[config.mk]
export PLATFORM = sky130hd
export DESIGN_NAME = conv_window_gen_flat
export DESIGN_NICKNAME = d
export VERILOG_FILES = /design/src/rtl/conv_window_gen_if.sv /design/src/rtl/conv_window_gen.sv /design/src/flat_wrapper.sv
export SDC_FILE = /design/constraint.sdc
export NUM_CORES = 1
export LEC_CHECK = 0
export CAP_MARGIN = 20
export CORE_UTILIZATION = 40
export DETAILED_ROUTE_END_ITERATION = 8
export GPL_TIMING_DRIVEN = 0
export PLACE_DENSITY_LB_ADDON = 0.15
export SETUP_SLACK_MARGIN = 0.2
export SLEW_MARGIN = 20
export SYNTH_ARGS = -nofsm -noshare
export SYNTH_HDL_FRONTEND = slang
export SYNTH_SLANG_ARGS = --single-unit
[constraint.sdc]
create_clock -name clk -period 3.7 [get_ports clk]
set_input_delay 0.925 -clock clk [delete_from_list [all_inputs] [get_ports clk]]
set_output_delay 0.925 -clock clk [all_outputs]
set_load 0.005 [all_outputs]
[src/rtl/conv_window_gen_if.sv]
// Pixel-stream / window bus between the raster source, the window generator
// and the convolution calc stage.
interface conv_window_gen_if #(
  parameter int KERNEL = 3,
  parameter int N      = 4
);
  logic [N-1:0]               pix_in;
  logic                       pix_valid;
  logic                       sof;
  logic [KERNEL*KERNEL*N-1:0] data2conv;
  logic                       en_out;
  logic                       last_out;

  modport master (
    output pix_in, pix_valid, sof,
    input  data2conv, en_out, last_out
  );

  modport slave (
    input  pix_in, pix_valid, sof,
    output data2conv, en_out, last_out
  );
endinterface

[src/rtl/conv_window_gen.sv]
// Sliding KERNEL x KERNEL window generator: KERNEL-1 line buffers feed a register
// window that is presented, one cycle after the completing pixel, to the calc stage.
module conv_window_gen #(
  parameter int KERNEL = 3,
  parameter int N      = 4,
  parameter int IMG_W  = 28,
  parameter int IMG_H  = 28
) (
  input  logic            clk,
  input  logic            rst,
  conv_window_gen_if.slave bus
);

  localparam int WIN_W = KERNEL * KERNEL * N;
  localparam int LB    = (KERNEL > 1) ? KERNEL - 1 : 1;
  localparam int CW    = (IMG_W > 1) ? $clog2(IMG_W) : 1;
  localparam int RW    = (IMG_H > 1) ? $clog2(IMG_H) : 1;
  localparam logic [CW-1:0] COL_LAST = CW'(IMG_W - 1);
  localparam logic [RW-1:0] ROW_LAST = RW'(IMG_H - 1);

  logic [CW-1:0]    col_q, col_d;
  logic [RW-1:0]    row_q, row_d;
  logic [CW-1:0]    col_eff_p0;
  logic [RW-1:0]    row_eff_p0;
  logic [LB*N-1:0]  lb_rd_p0;
  logic             pos_ok_p0;
  logic [WIN_W-1:0] win_p1_q, win_p1_d;
  logic             vld_p1_q, vld_p1_d;
  logic             last_p1_q, last_p1_d;

  // ---- p0: position of the pixel being accepted; sof forces (0,0) ----
  always_comb begin
    col_eff_p0 = col_q;
    row_eff_p0 = row_q;
    if (bus.pix_valid && bus.sof) begin
      col_eff_p0 = '0;
      row_eff_p0 = '0;
    end
  end

  always_comb begin
    col_d = col_q;
    row_d = row_q;
    if (bus.pix_valid) begin
      if (col_eff_p0 == COL_LAST) begin
        col_d = '0;
        row_d = (row_eff_p0 == ROW_LAST) ? '0 : row_eff_p0 + RW'(1);
      end else begin
        col_d = col_eff_p0 + CW'(1);
        row_d = row_eff_p0;
      end
    end
  end

  generate
    if (KERNEL > 1) begin : g_lb
      // Line k holds the row k+1 rows above the current one; read-before-write
      // at the same column means the read returns the previous row's pixel.
      logic [N-1:0] lb_mem [LB][IMG_W];

      for (genvar k = 0; k < LB; k++) begin : g_rd
        assign lb_rd_p0[k*N +: N] = lb_mem[k][col_eff_p0];
      end

      always_ff @(posedge clk) begin
        if (bus.pix_valid) begin
          lb_mem[0][col_eff_p0] <= bus.pix_in;
          for (int k = 1; k < LB; k++) begin
            lb_mem[k][col_eff_p0] <= lb_mem[k-1][col_eff_p0];
          end
        end
      end

      // Windows only once KERNEL-1 full rows and KERNEL columns of this row exist,
      // so neither stale line-buffer data nor the previous row's tail leaks in.
      assign pos_ok_p0 = (row_eff_p0 >= RW'(KERNEL - 1)) &&
                         (col_eff_p0 >= CW'(KERNEL - 1));
    end else begin : g_nolb
      assign lb_rd_p0  = '0;
      assign pos_ok_p0 = 1'b1;
    end
  endgenerate

  // Shift every row left and bring in the new column {line buffers, pix_in}.
  always_comb begin
    win_p1_d = win_p1_q;
    if (bus.pix_valid) begin
      for (int r = 0; r < KERNEL; r++) begin
        for (int c = 0; c < KERNEL - 1; c++) begin
          win_p1_d[(r*KERNEL + c)*N +: N] = win_p1_q[(r*KERNEL + c + 1)*N +: N];
        end
        if (r == KERNEL - 1) begin
          win_p1_d[(r*KERNEL + KERNEL - 1)*N +: N] = bus.pix_in;
        end else begin
          win_p1_d[(r*KERNEL + KERNEL - 1)*N +: N] =
            lb_rd_p0[((r < KERNEL - 1) ? (KERNEL - 2 - r) : 0)*N +: N];
        end
      end
    end
  end

  always_comb begin
    vld_p1_d  = bus.pix_valid && pos_ok_p0;
    last_p1_d = vld_p1_d && (row_eff_p0 == ROW_LAST) && (col_eff_p0 == COL_LAST);
  end

  // ---- p1: registered window and enable toward the calc stage ----
  always_ff @(posedge clk) begin
    if (rst) begin
      col_q     <= '0;
      row_q     <= '0;
      win_p1_q  <= '0;
      vld_p1_q  <= 1'b0;
      last_p1_q <= 1'b0;
    end else begin
      col_q     <= col_d;
      row_q     <= row_d;
      win_p1_q  <= win_p1_d;
      vld_p1_q  <= vld_p1_d;
      last_p1_q <= last_p1_d;
    end
  end

  assign bus.data2conv = win_p1_q;
  assign bus.en_out    = vld_p1_q;
  assign bus.last_out  = last_p1_q;

endmodule

[src/flat_wrapper.sv]
// flat-port wrapper written by rule: the top's interface ports become plain ports
module conv_window_gen_flat 
#(
  parameter int KERNEL = 3,
  parameter int N      = 4,
  parameter int IMG_W  = 28,
  parameter int IMG_H  = 28
)
  (clk, rst, bus_pix_in, bus_pix_valid, bus_sof, bus_data2conv, bus_en_out, bus_last_out);
  conv_window_gen_if #(.KERNEL(KERNEL), .N(N)) bus_i ();
  input  logic clk;
  input  logic rst;
  input wire logic [$bits(bus_i.pix_in)-1:0] bus_pix_in;
  input wire logic [$bits(bus_i.pix_valid)-1:0] bus_pix_valid;
  input wire logic [$bits(bus_i.sof)-1:0] bus_sof;
  output wire logic [$bits(bus_i.data2conv)-1:0] bus_data2conv;
  output wire logic [$bits(bus_i.en_out)-1:0] bus_en_out;
  output wire logic [$bits(bus_i.last_out)-1:0] bus_last_out;
  assign bus_i.pix_in = bus_pix_in;
  assign bus_i.pix_valid = bus_pix_valid;
  assign bus_i.sof = bus_sof;
  assign bus_data2conv = bus_i.data2conv;
  assign bus_en_out = bus_i.en_out;
  assign bus_last_out = bus_i.last_out;
  conv_window_gen #(.KERNEL(KERNEL), .N(N), .IMG_W(IMG_W), .IMG_H(IMG_H)) u_core (.clk(clk), .rst(rst), .bus(bus_i));
endmodule
==> flow_metrics.env, run 1 <==
export IMPL_num_rows=60
export IMPL_gp_congestion=0.9129
export IMPL_switchingPower_mw=1.542
export IMPL_p_comb_share_pct=7.9
export IMPL_synth_edff_count=224
export IMPL_syn_area_mm2=0.01106
export IMPL_syn_nets=785
export IMPL_fmax_mhz=284.3
export IMPL_clock_skew_ns=0.01354
export IMPL_relSlewSlack_pct=43.36
export IMPL_finalCriticalPeriod_ns=3.518
export IMPL_nFillCells=2372
export IMPL_crit_path_max_fanout=11
export IMPL_wl_um=31540
export IMPL_grt_first_pass_wirelength_um=46380
export IMPL_ys_flop_type="edfxtp_1"
export IMPL_cp_start_kind="input pin"
export IMPL_min_path_type="reg -> reg"
export IMPL_switching_share_pct=22.87
export IMPL_ios=46
export IMPL_layout_drive_gt1_share_pct=16.21
export IMPL_io_buffers=44
export IMPL_post_drt_wl_per_cell_um=26.04
export IMPL_nets=860
export IMPL_postCtsSetupBuffers=0
export IMPL_fin_crit_sh_pct=95.08
export IMPL_fin_cells=1211
export IMPL_cp_required_ns=3.87
export IMPL_drc=0
export IMPL_die_w_um=168.3
export IMPL_dr_pass1_iters=5
export IMPL_whs_ns=0.4936
export IMPL_area_growth_pct=17.10
export IMPL_synth_top_area_share_pct=60.81
export IMPL_cts_made_buffers=28
export IMPL_clockBufferDepth=3
export IMPL_dr_total_vias=7007
export IMPL_ys_seq_area_share_pct=69.50
export IMPL_ys_async_sr_fraction_pct=0
export IMPL_synth_warnings=0
export IMPL_hpwl_um=20980
export IMPL_fin_tns_setup_ns=0
export IMPL_h_tree_depth=1
export IMPL_clockRootBuffer="clkbuf_16"
export IMPL_rsz0062_at_grt="true"
export IMPL_p_per_area_mw_per_mm2=520.7
export IMPL_cts_sinks=272
export IMPL_grt_usage_pct=22.53
export IMPL_final_max_slew_viol_count=0
export IMPL_p_total_mw=6.744
export IMPL_post_cts_resized=11
export IMPL_clk_pin_slew_ns=0.06
export IMPL_synth_area_leaders="edfxtp_1 61%, dfxtp_1 8.7%, mux2i_1 6.0%"
export IMPL_fp_dieH_um=168.3
export IMPL_critical_path_class="in -> reg"
export IMPL_layout_setup_ws_ns=0.1820
export IMPL_tritoncts="done"
export IMPL_p_seq_share_pct=50.6
export IMPL_status="completed"
export IMPL_antenna_found_initial=0
export IMPL_hold_viol=0
export IMPL_dp_slack_ns=-1.020
export IMPL_syn_inst=773
export IMPL_end_kind="flop"
export IMPL_antenna_cells=0
export IMPL_netlist_cell_type_count=64
export IMPL_core_area_mm2=0.02703
export IMPL_synth_seq_cells=272
export IMPL_crit_arrival_ns=3.69
export IMPL_viasPerCell=5.786
export IMPL_dp_cells=1159
export IMPL_grt_pass1_vias=7004
export IMPL_maxCapViolCount=0
export IMPL_p_leak_nw=4.316
export IMPL_worst_slew_pin_transition_ns=0.8465
export IMPL_ir_drop_uv=357.2
export IMPL_grt_max_degree=30
export IMPL_setup_viol=0
export IMPL_synth_area_per_cell_um2=14.31
export IMPL_antenna_left=0
export IMPL_start_util_pct=40.93
export IMPL_yosysTopAreaCell="edfxtp_1"
export IMPL_clock_latency_ns=0.54
export IMPL_p_clk_share_pct=41.5
export IMPL_cellInternalPower_mw=5.202
export IMPL_grt_overflow=0
export IMPL_hold_buffers=0
export IMPL_drt_initial_drc_count=493
export IMPL_die_area_mm2=0.02832
[placed cells by master, fill, tap and decap left out, types with 8 or more instances in the layout]
master	Yosys	final
clkbuf_16	0	29
buf_2	19	23
mux2i_1	66	66
clkbuf_1	17	20
mux4_2	10	10
a21o_1	9	9
mux2_2	12	12
o221ai_1	14	14
nor2_2	1	9
edfxtp_1	224	224
nand3_1	8	8
nand2_1	43	39
nor2_1	99	90
dfxtp_1	48	48
clkdlybuf4s50_1	0	40
a21oi_1	33	31
a221oi_1	8	8
a211oi_1	14	14
o22ai_1	13	13
buf_4	9	9
o21ai_0	9	9
[registers in the layout, indices dropped and copies added (netlist names)]
register	cells
u_core.bus.data2conv	36
u_core.bus.en_out	1
u_core.bus.last_out	1
u_core.col_q	5
u_core.g_lb.lb_mem	224
u_core.row_q	5
[cells in the mapped netlist (4+ instances only)]
master / n
inv_1: 6
edfxtp_1: 224
buf_4: 9
nand2_1: 43
a31oi_1: 6
nor3_1: 14
o21ai_1: 5
o22ai_1: 13
nand3_1: 8
o2111ai_1: 5
dfxtp_1: 48
o21ai_0: 9
nor4_1: 5
mux2i_1: 66
o221ai_1: 14
nor2_1: 99
a22oi_1: 6
a221oi_1: 8
a21oi_1: 33
clkbuf_1: 17
inv_2: 4
ha_1: 4
a21o_1: 9
mux4_2: 10
a211oi_1: 14
mux2_2: 12
buf_2: 19
[metal layers]
metal | up-vias | global-route usage (%) | part of all wire [%]
li1 | 3134 | - | -
met1 | 3571 | 30.30 | 44
met4 | 0 | 7.470 | 2.7
met5 | - | 0 | 0
met3 | 47 | 3.009 | 5.2
met2 | 255 | 37.74 | 48
[kinds of logic after synthesis]
family                     Yosys count  synth area share (%)
muxes                               90                 9.434
xor gates and xnor gates             2                0.1584
DFF                                272                 69.50
AOI/OAI and AO/OA                  154                 10.05
buffers and inverters               57                 2.590
and+or+nand+nor                    194                 7.817
adders and majority gates            4                0.4525
[area by class of cell]
class / instances / area (um2) / area share, %
inverters: 10 / 37.54 / 0.2898
plain buffers: 47 / 251.5 / 1.942
repair buffers: 45 / 435.4 / 3.362
well taps: 341 / 426.7 / 3.294
clock buffers: 38 / 799.5 / 6.173
multi-input cells: 444 / 3197 / 24.68
flip-flops and latches: 272 / 7687 / 59.35
clock inverters: 14 / 117.6 / 0.9080
[worst max-delay path, cell delays in order]
cell             delay [ns]
clkdlybuf4s50_1        0.47
a21boi_1               0.23
buf_4                  0.27
buf_2                  0.35
ha_1                   0.29
nand2_1                0.38
nor2_1                 0.75
[worst paths after layout]
check                                 from                    endpoint  slack (ns)  cells past startpoint
hold reg to reg   u_core.bus.data2conv[13]    u_core.bus.data2conv[13]        0.49                      2
setup reg to reg           u_core.col_q[1]  u_core.g_lb.lb_mem[0][210]        0.49                      7
hold / removal    u_core.bus.data2conv[13]    u_core.bus.data2conv[13]        0.49                      2
setup / recovery                   bus_sof  u_core.g_lb.lb_mem[0][210]        0.18                      7
[metrics by stage]
stage               utilization (%)  cell area (um2)
CTS                           47.77            12910
finish                        47.93            12950
global placement              44.13            11930
floorplan                         -            11060
detailed placement            44.26            11960
global route                  47.93            12950
[power groups by stage]
stage          Clock (mW)  Sequential (mW)  Combinational (mW)
4_1_cts              2.84             3.41               0.527
5_1_grt              2.95             3.41               0.565
2_1_floorplan           0             3.47               0.283
3_3_place_gp            0             3.48               0.507
6_report             2.80             3.41               0.532
3_5_place_dp            0             3.48               0.521
Note: power is estimated with default switching activity, not from simulation.
==> run 2: changes to the inputs <==
--- a/config.mk
+++ b/config.mk
@@ -6,6 +6,7 @@
 export NUM_CORES = 1
 export LEC_CHECK = 0
 export CAP_MARGIN = 20
+export CORE_ASPECT_RATIO = 0.6
 export CORE_UTILIZATION = 40
 export DETAILED_ROUTE_END_ITERATION = 8
 export GPL_TIMING_DRIVEN = 0
==> run 2 against run 1 <==
Against the previous run:
- worst hold slack improved by 0.0049 ns
- clock power fell by 4%
- routed wire length rose by 5.4%
- combinational power is 2% higher
- clock skew grew 0.0013 ns
- critical path depth is 1 higher
- final area shrank 0.30%
- via count is 3.2% higher
- setup slack got worse by 0.0087 ns
- global-route usage grew 1.3 points
==> flow_metrics.env, run 2 (same netlist as run 1, synthesis figures left out) <==
export IMPL_critical_path_slowest_cell="nor3_2"
export IMPL_cts_sinks=272
export IMPL_fmax_mhz=283.5
export IMPL_maxCapViolCount=0
export IMPL_core_area_mm2=0.02676
export IMPL_p_per_area_mw_per_mm2=513.9
export IMPL_grt_usage_pct=23.87
export IMPL_rr_startpoint="u_core.col_q[2]"
export IMPL_crit_arrival_ns=3.78
export IMPL_cp_startpoint="bus_sof"
export IMPL_r2r_slack_ns=0.52
export IMPL_io_buffers=44
export IMPL_fin_crit_sh_pct=95.32
export IMPL_wl_um=33230
export IMPL_min_path_type="reg -> reg"
export IMPL_ios=46
export IMPL_grt_first_pass_wirelength_um=47960
export IMPL_final_max_slew_viol_count=0
export IMPL_grt_max_degree=30
export IMPL_dr_pass1_iters=5
export IMPL_rr_worst_depth=5
export IMPL_post_drt_wl_per_cell_um=27.08
export IMPL_hold_buffers=0
export IMPL_ir_drop_uv=294.7
export IMPL_layout_drive_gt1_share_pct=16.03
export IMPL_worstSetupEndpoint="u_core.g_lb.lb_mem[0][180]"
export IMPL_worst_path_buf_inv=4
export IMPL_r2r_end="u_core.g_lb.lb_mem[0][142]"
export IMPL_fp_dieH_um=130.8
export IMPL_drt_initial_drc_count=815
export IMPL_tritoncts="done"
export IMPL_largest_reg_flops=224
export IMPL_area_growth_pct=16.75
export IMPL_end_kind="flop"
export IMPL_cpMostUsedCell="buf_2"
export IMPL_clockBufferDepth=3
export IMPL_gp_congestion=0.9747
export IMPL_die_w_um=216.7
export IMPL_crit_path_max_fanout=11
export IMPL_finalCriticalPeriod_ns=3.527
export IMPL_hpwl_um=22580
export IMPL_cpPeakStageDelay_ns=0.60
export IMPL_start_util_pct=41.33
export IMPL_critical_path_class="in -> reg"
export IMPL_dpl_instance_area_mm2=0.01200
export IMPL_num_rows=46
export IMPL_antenna_found_initial=1
export IMPL_cp_top_family="buffers and inverters"
export IMPL_die_area_mm2=0.02834
export IMPL_h_tree_depth=1
export IMPL_relSlewSlack_pct=39.80
export IMPL_dr_total_vias=7229
export IMPL_p_total_mw=6.636
export IMPL_antenna_cells=0
export IMPL_clock_skew_ns=0.01481
export IMPL_viasPerCell=5.892
export IMPL_fin_area_mm2=0.01291
export IMPL_worst_slew_pin_transition_ns=0.8981
export IMPL_final_common_cell="edfxtp_1"
export IMPL_p_leak_nw=4.285
export IMPL_cts_made_buffers=26
export IMPL_final_cell_mix="224 x edfxtp_1, 89 x nor2_1, 66 x mux2i_1, 48 x dfxtp_1"
export IMPL_dp_cells=1180
export IMPL_clk_pin_slew_ns=0.06
export IMPL_status="completed"
export IMPL_nets=860
export IMPL_hold_depth=2
export IMPL_cp_depth=8
export IMPL_clock_latency_ns=0.54
export IMPL_hold_viol=0
export IMPL_rsz0062_at_grt="true"
export IMPL_fin_cells=1227
export IMPL_cp_start_kind="input pin"
export IMPL_cp_required_ns=3.95
export IMPL_path_cells="clkdlybuf4s50_1 > buf_2 > a21bo_2 > buf_2 > ha_1 > nand2_1 > nor3_2 > buf_6"
export IMPL_grt_pass1_vias=6940
export IMPL_antenna_left=0
export IMPL_grt_overflow=0
export IMPL_clockRootBuffer="clkbuf_16"
export IMPL_top_register="u_core.g_lb.lb_mem"
export IMPL_drc=0
export IMPL_setup_viol=0
==> run 2: cell type report <==
class | instances | area [um2]
buffer | 47 | 251.5
clock buffer | 30 | 686.9
clock inverter | 17 | 163.9
fill | 2322 | 13850
inverter | 10 | 37.54
multi-input combinational | 444 | 3186
sequential | 272 | 7687
tap | 360 | 450.4
timing repair buffer | 47 | 450.4
==> run 2: per-layer routing <==
metal	up-vias	track usage [%]	wire length, um
li1	3124	-	-
met1	3649	36.13	15340
met4	2	5.551	806
met5	-	0	13
met2	392	32.22	13000
met3	62	8.449	4072
==> run 2: worst min-delay path by stage <==
stage	from	endpoint	slack (ns)
2_1_floorplan	u_core.row_q[1]	u_core.row_q[1]	0.45
3_3_place_gp	u_core.bus.data2conv[2]	u_core.bus.data2conv[2]	0.48
3_5_place_dp	u_core.bus.data2conv[24]	u_core.bus.data2conv[24]	0.48
4_1_cts	u_core.row_q[1]	u_core.row_q[1]	0.50
5_1_grt	u_core.bus.data2conv[24]	u_core.bus.data2conv[24]	0.51
6_report	u_core.row_q[1]	u_core.row_q[1]	0.50
==> run 2: worst reg2reg max path, stage by stage (launching register included) <==
cell	delay, ns
dfxtp_1	0.45
buf_2	0.31
clkbuf_1	0.51
clkbuf_1	0.57
nand2_1	0.30
nor2_1	0.68
==> run 2: timing repair <==
action                     4_1_cts  5_1_grt
setup endpoints to repair      155      157
setup buffers                    0        0
gates resized for setup         13       11
pin swaps                        0        0
==> run 2: stage by stage <==
step	utilization (%)	setup slack (ns)	setup TNS [ns]	hold WS [ns]
floorplan	-	0.6975	0	0.4532
global placement	44.66	-1.043	-164.08	0.4758
detailed placement	44.84	-1.025	-158.45	0.4836
CTS	48.15	0.1983	0	0.4968
global route	48.25	0.09827	0	0.5122
finish	48.25	0.1733	0	0.4985
==> run 2: power breakdown <==
part,internal (mW),switching [mW],leakage (nW)
combinational,0.171,0.371,1.47
sequential,3.38,0.0303,2.41
clock,1.54,1.14,0.405
==> run 3: changes to the inputs <==
--- a/config.mk
+++ b/config.mk
@@ -12,6 +12,7 @@
 export GPL_TIMING_DRIVEN = 0
 export PLACE_DENSITY_LB_ADDON = 0.15
 export SETUP_SLACK_MARGIN = 0.2
+export SKIP_CTS_REPAIR_TIMING = 1
 export SLEW_MARGIN = 20
 export SYNTH_ARGS = -nofsm -noshare
 export SYNTH_HDL_FRONTEND = slang
==> run 3 against run 2 <==
Against the previous run:
- final area unchanged
- routed wire length up 0.15%
- fmax down 0.19%
- sequential power about the same
- setup slack worse by 0.0068 ns
- critical path type unchanged
==> flow_metrics.env, run 3 (same netlist as run 1, synthesis figures left out) <==
export IMPL_status="completed"
export IMPL_dr_total_vias=7247
export IMPL_hpwl_um=22580
export IMPL_h_tree_depth=1
export IMPL_tritoncts="done"
export IMPL_die_w_um=216.7
export IMPL_viasPerCell=5.906
export IMPL_cts_made_buffers=26
export IMPL_grt_pass1_vias=6909
export IMPL_relSlewSlack_pct=41.35
export IMPL_ir_drop_uv=294.4
export IMPL_rsz0062_at_grt="true"
export IMPL_clock_skew_ns=0.01459
export IMPL_fmax_mhz=283.0
export IMPL_grt_usage_pct=23.84
export IMPL_p_per_area_mw_per_mm2=513.9
export IMPL_finalCriticalPeriod_ns=3.534
export IMPL_fp_dieH_um=130.8
export IMPL_cpMostUsedCell="buf_2"
export IMPL_cts_sinks=272
export IMPL_cp_start_kind="input pin"
export IMPL_io_buffers=44
export IMPL_antenna_cells=0
export IMPL_clockBufferDepth=3
export IMPL_crit_path_max_fanout=11
export IMPL_final_cell_mix="224 x edfxtp_1, 89 x nor2_1, 66 x mux2i_1, 48 x dfxtp_1"
export IMPL_path_cells="clkdlybuf4s50_1 > buf_2 > a21bo_2 > buf_2 > ha_1 > nand2_1 > nor3_2 > buf_6"
export IMPL_largest_reg_flops=224
export IMPL_end_kind="flop"
export IMPL_post_drt_wl_per_cell_um=27.12
export IMPL_start_util_pct=41.33
export IMPL_layout_drive_gt1_share_pct=16.03
export IMPL_dr_pass1_iters=5
export IMPL_die_area_mm2=0.02834
export IMPL_cpPeakStageDelay_ns=0.61
export IMPL_hold_viol=0
export IMPL_num_rows=46
export IMPL_worst_slew_pin_transition_ns=0.8750
export IMPL_critical_path_class="in -> reg"
export IMPL_clockRootBuffer="clkbuf_16"
export IMPL_maxCapViolCount=0
export IMPL_fin_tns_setup_ns=0
export IMPL_final_max_slew_viol_count=0
export IMPL_crit_arrival_ns=3.78
export IMPL_p_leak_nw=4.285
export IMPL_antenna_found_initial=1
export IMPL_grt_first_pass_wirelength_um=47930
export IMPL_drc=0
export IMPL_gp_congestion=0.9747
export IMPL_grt_overflow=0
export IMPL_fin_crit_sh_pct=95.50
export IMPL_final_common_cell="edfxtp_1"
export IMPL_clk_pin_slew_ns=0.06
export IMPL_critical_path_slowest_cell="nor3_2"
export IMPL_core_area_mm2=0.02676
export IMPL_whs_ns=0.4995
export IMPL_wl_um=33280
export IMPL_top_register="u_core.g_lb.lb_mem"
export IMPL_setup_viol=0
export IMPL_min_path_type="reg -> reg"
export IMPL_ios=46
export IMPL_antenna_left=0
export IMPL_cp_required_ns=3.95
export IMPL_area_growth_pct=16.75
export IMPL_grt_max_degree=30
export IMPL_drt_initial_drc_count=846
export IMPL_nets=860
export IMPL_clock_latency_ns=0.54
[run 3: cell counts in the layout (fill, tap and decap cells not counted)]
Identical to the previous run, type by type.
[run 3: final cells by class]
type,instances,area [um2]
clock inverter,17,163.9
tap,360,450.4
sequential,272,7687
multi-input combinational,444,3186
inverter,10,37.54
timing repair buffer,47,450.4
buffer,47,251.5
fill,2323,13850
clock buffer,30,686.9
[run 3: power by group]
group / switching, mW / internal, mW
clock network: 1.14 / 1.54
logic: 0.372 / 0.171
registers: 0.0303 / 3.38
[run 3: through the flow]
| stage | setup WS [ns] | cells | power [mW] | area [um2] | util, % |
|---|---|---|---|---|---|
| 2_1_floorplan | 0.6975 | 773 | 3.750 | 11060 | - |
| 3_3_place_gp | -1.043 | 1177 | 3.995 | 11950 | 44.66 |
| 3_5_place_dp | -1.025 | 1180 | 4.007 | 12000 | 44.84 |
| 4_1_cts | -0.4718 | 1227 | 6.659 | 12850 | 48.02 |
| 5_1_grt | 0.09738 | 1227 | 6.821 | 12910 | 48.25 |
| 6_report | 0.1664 | 1227 | 6.636 | 12910 | 48.25 |
[run 3: critical path, delay by kind of cell]
kind	cells	cell delay (ns)
adder cells (fa/ha/maj)	1	0.24
AO/OA/AOI/OAI	1	0.29
AND/OR/NAND/NOR	2	0.94
buffers and inverters	4	1.38
[run 3: path summary, 6_finish.rpt]
kind                         from                         end  slack (ns)  depth (start not counted)
setup / recovery          bus_sof  u_core.g_lb.lb_mem[0][180]        0.17                          8
hold / removal    u_core.row_q[1]             u_core.row_q[1]        0.50                          2
setup reg to reg  u_core.col_q[1]  u_core.g_lb.lb_mem[0][195]        0.49                          7
hold reg to reg   u_core.row_q[1]             u_core.row_q[1]        0.50                          2
[run 3: layer usage]
metal	global-route usage (%)	part of all wire, %	vias to the layer above
met5	0	0.039	-
met4	5.261	2.3	2
met3	8.056	12	59
met2	32.39	39	409
met1	36.27	47	3650
li1	-	-	3127
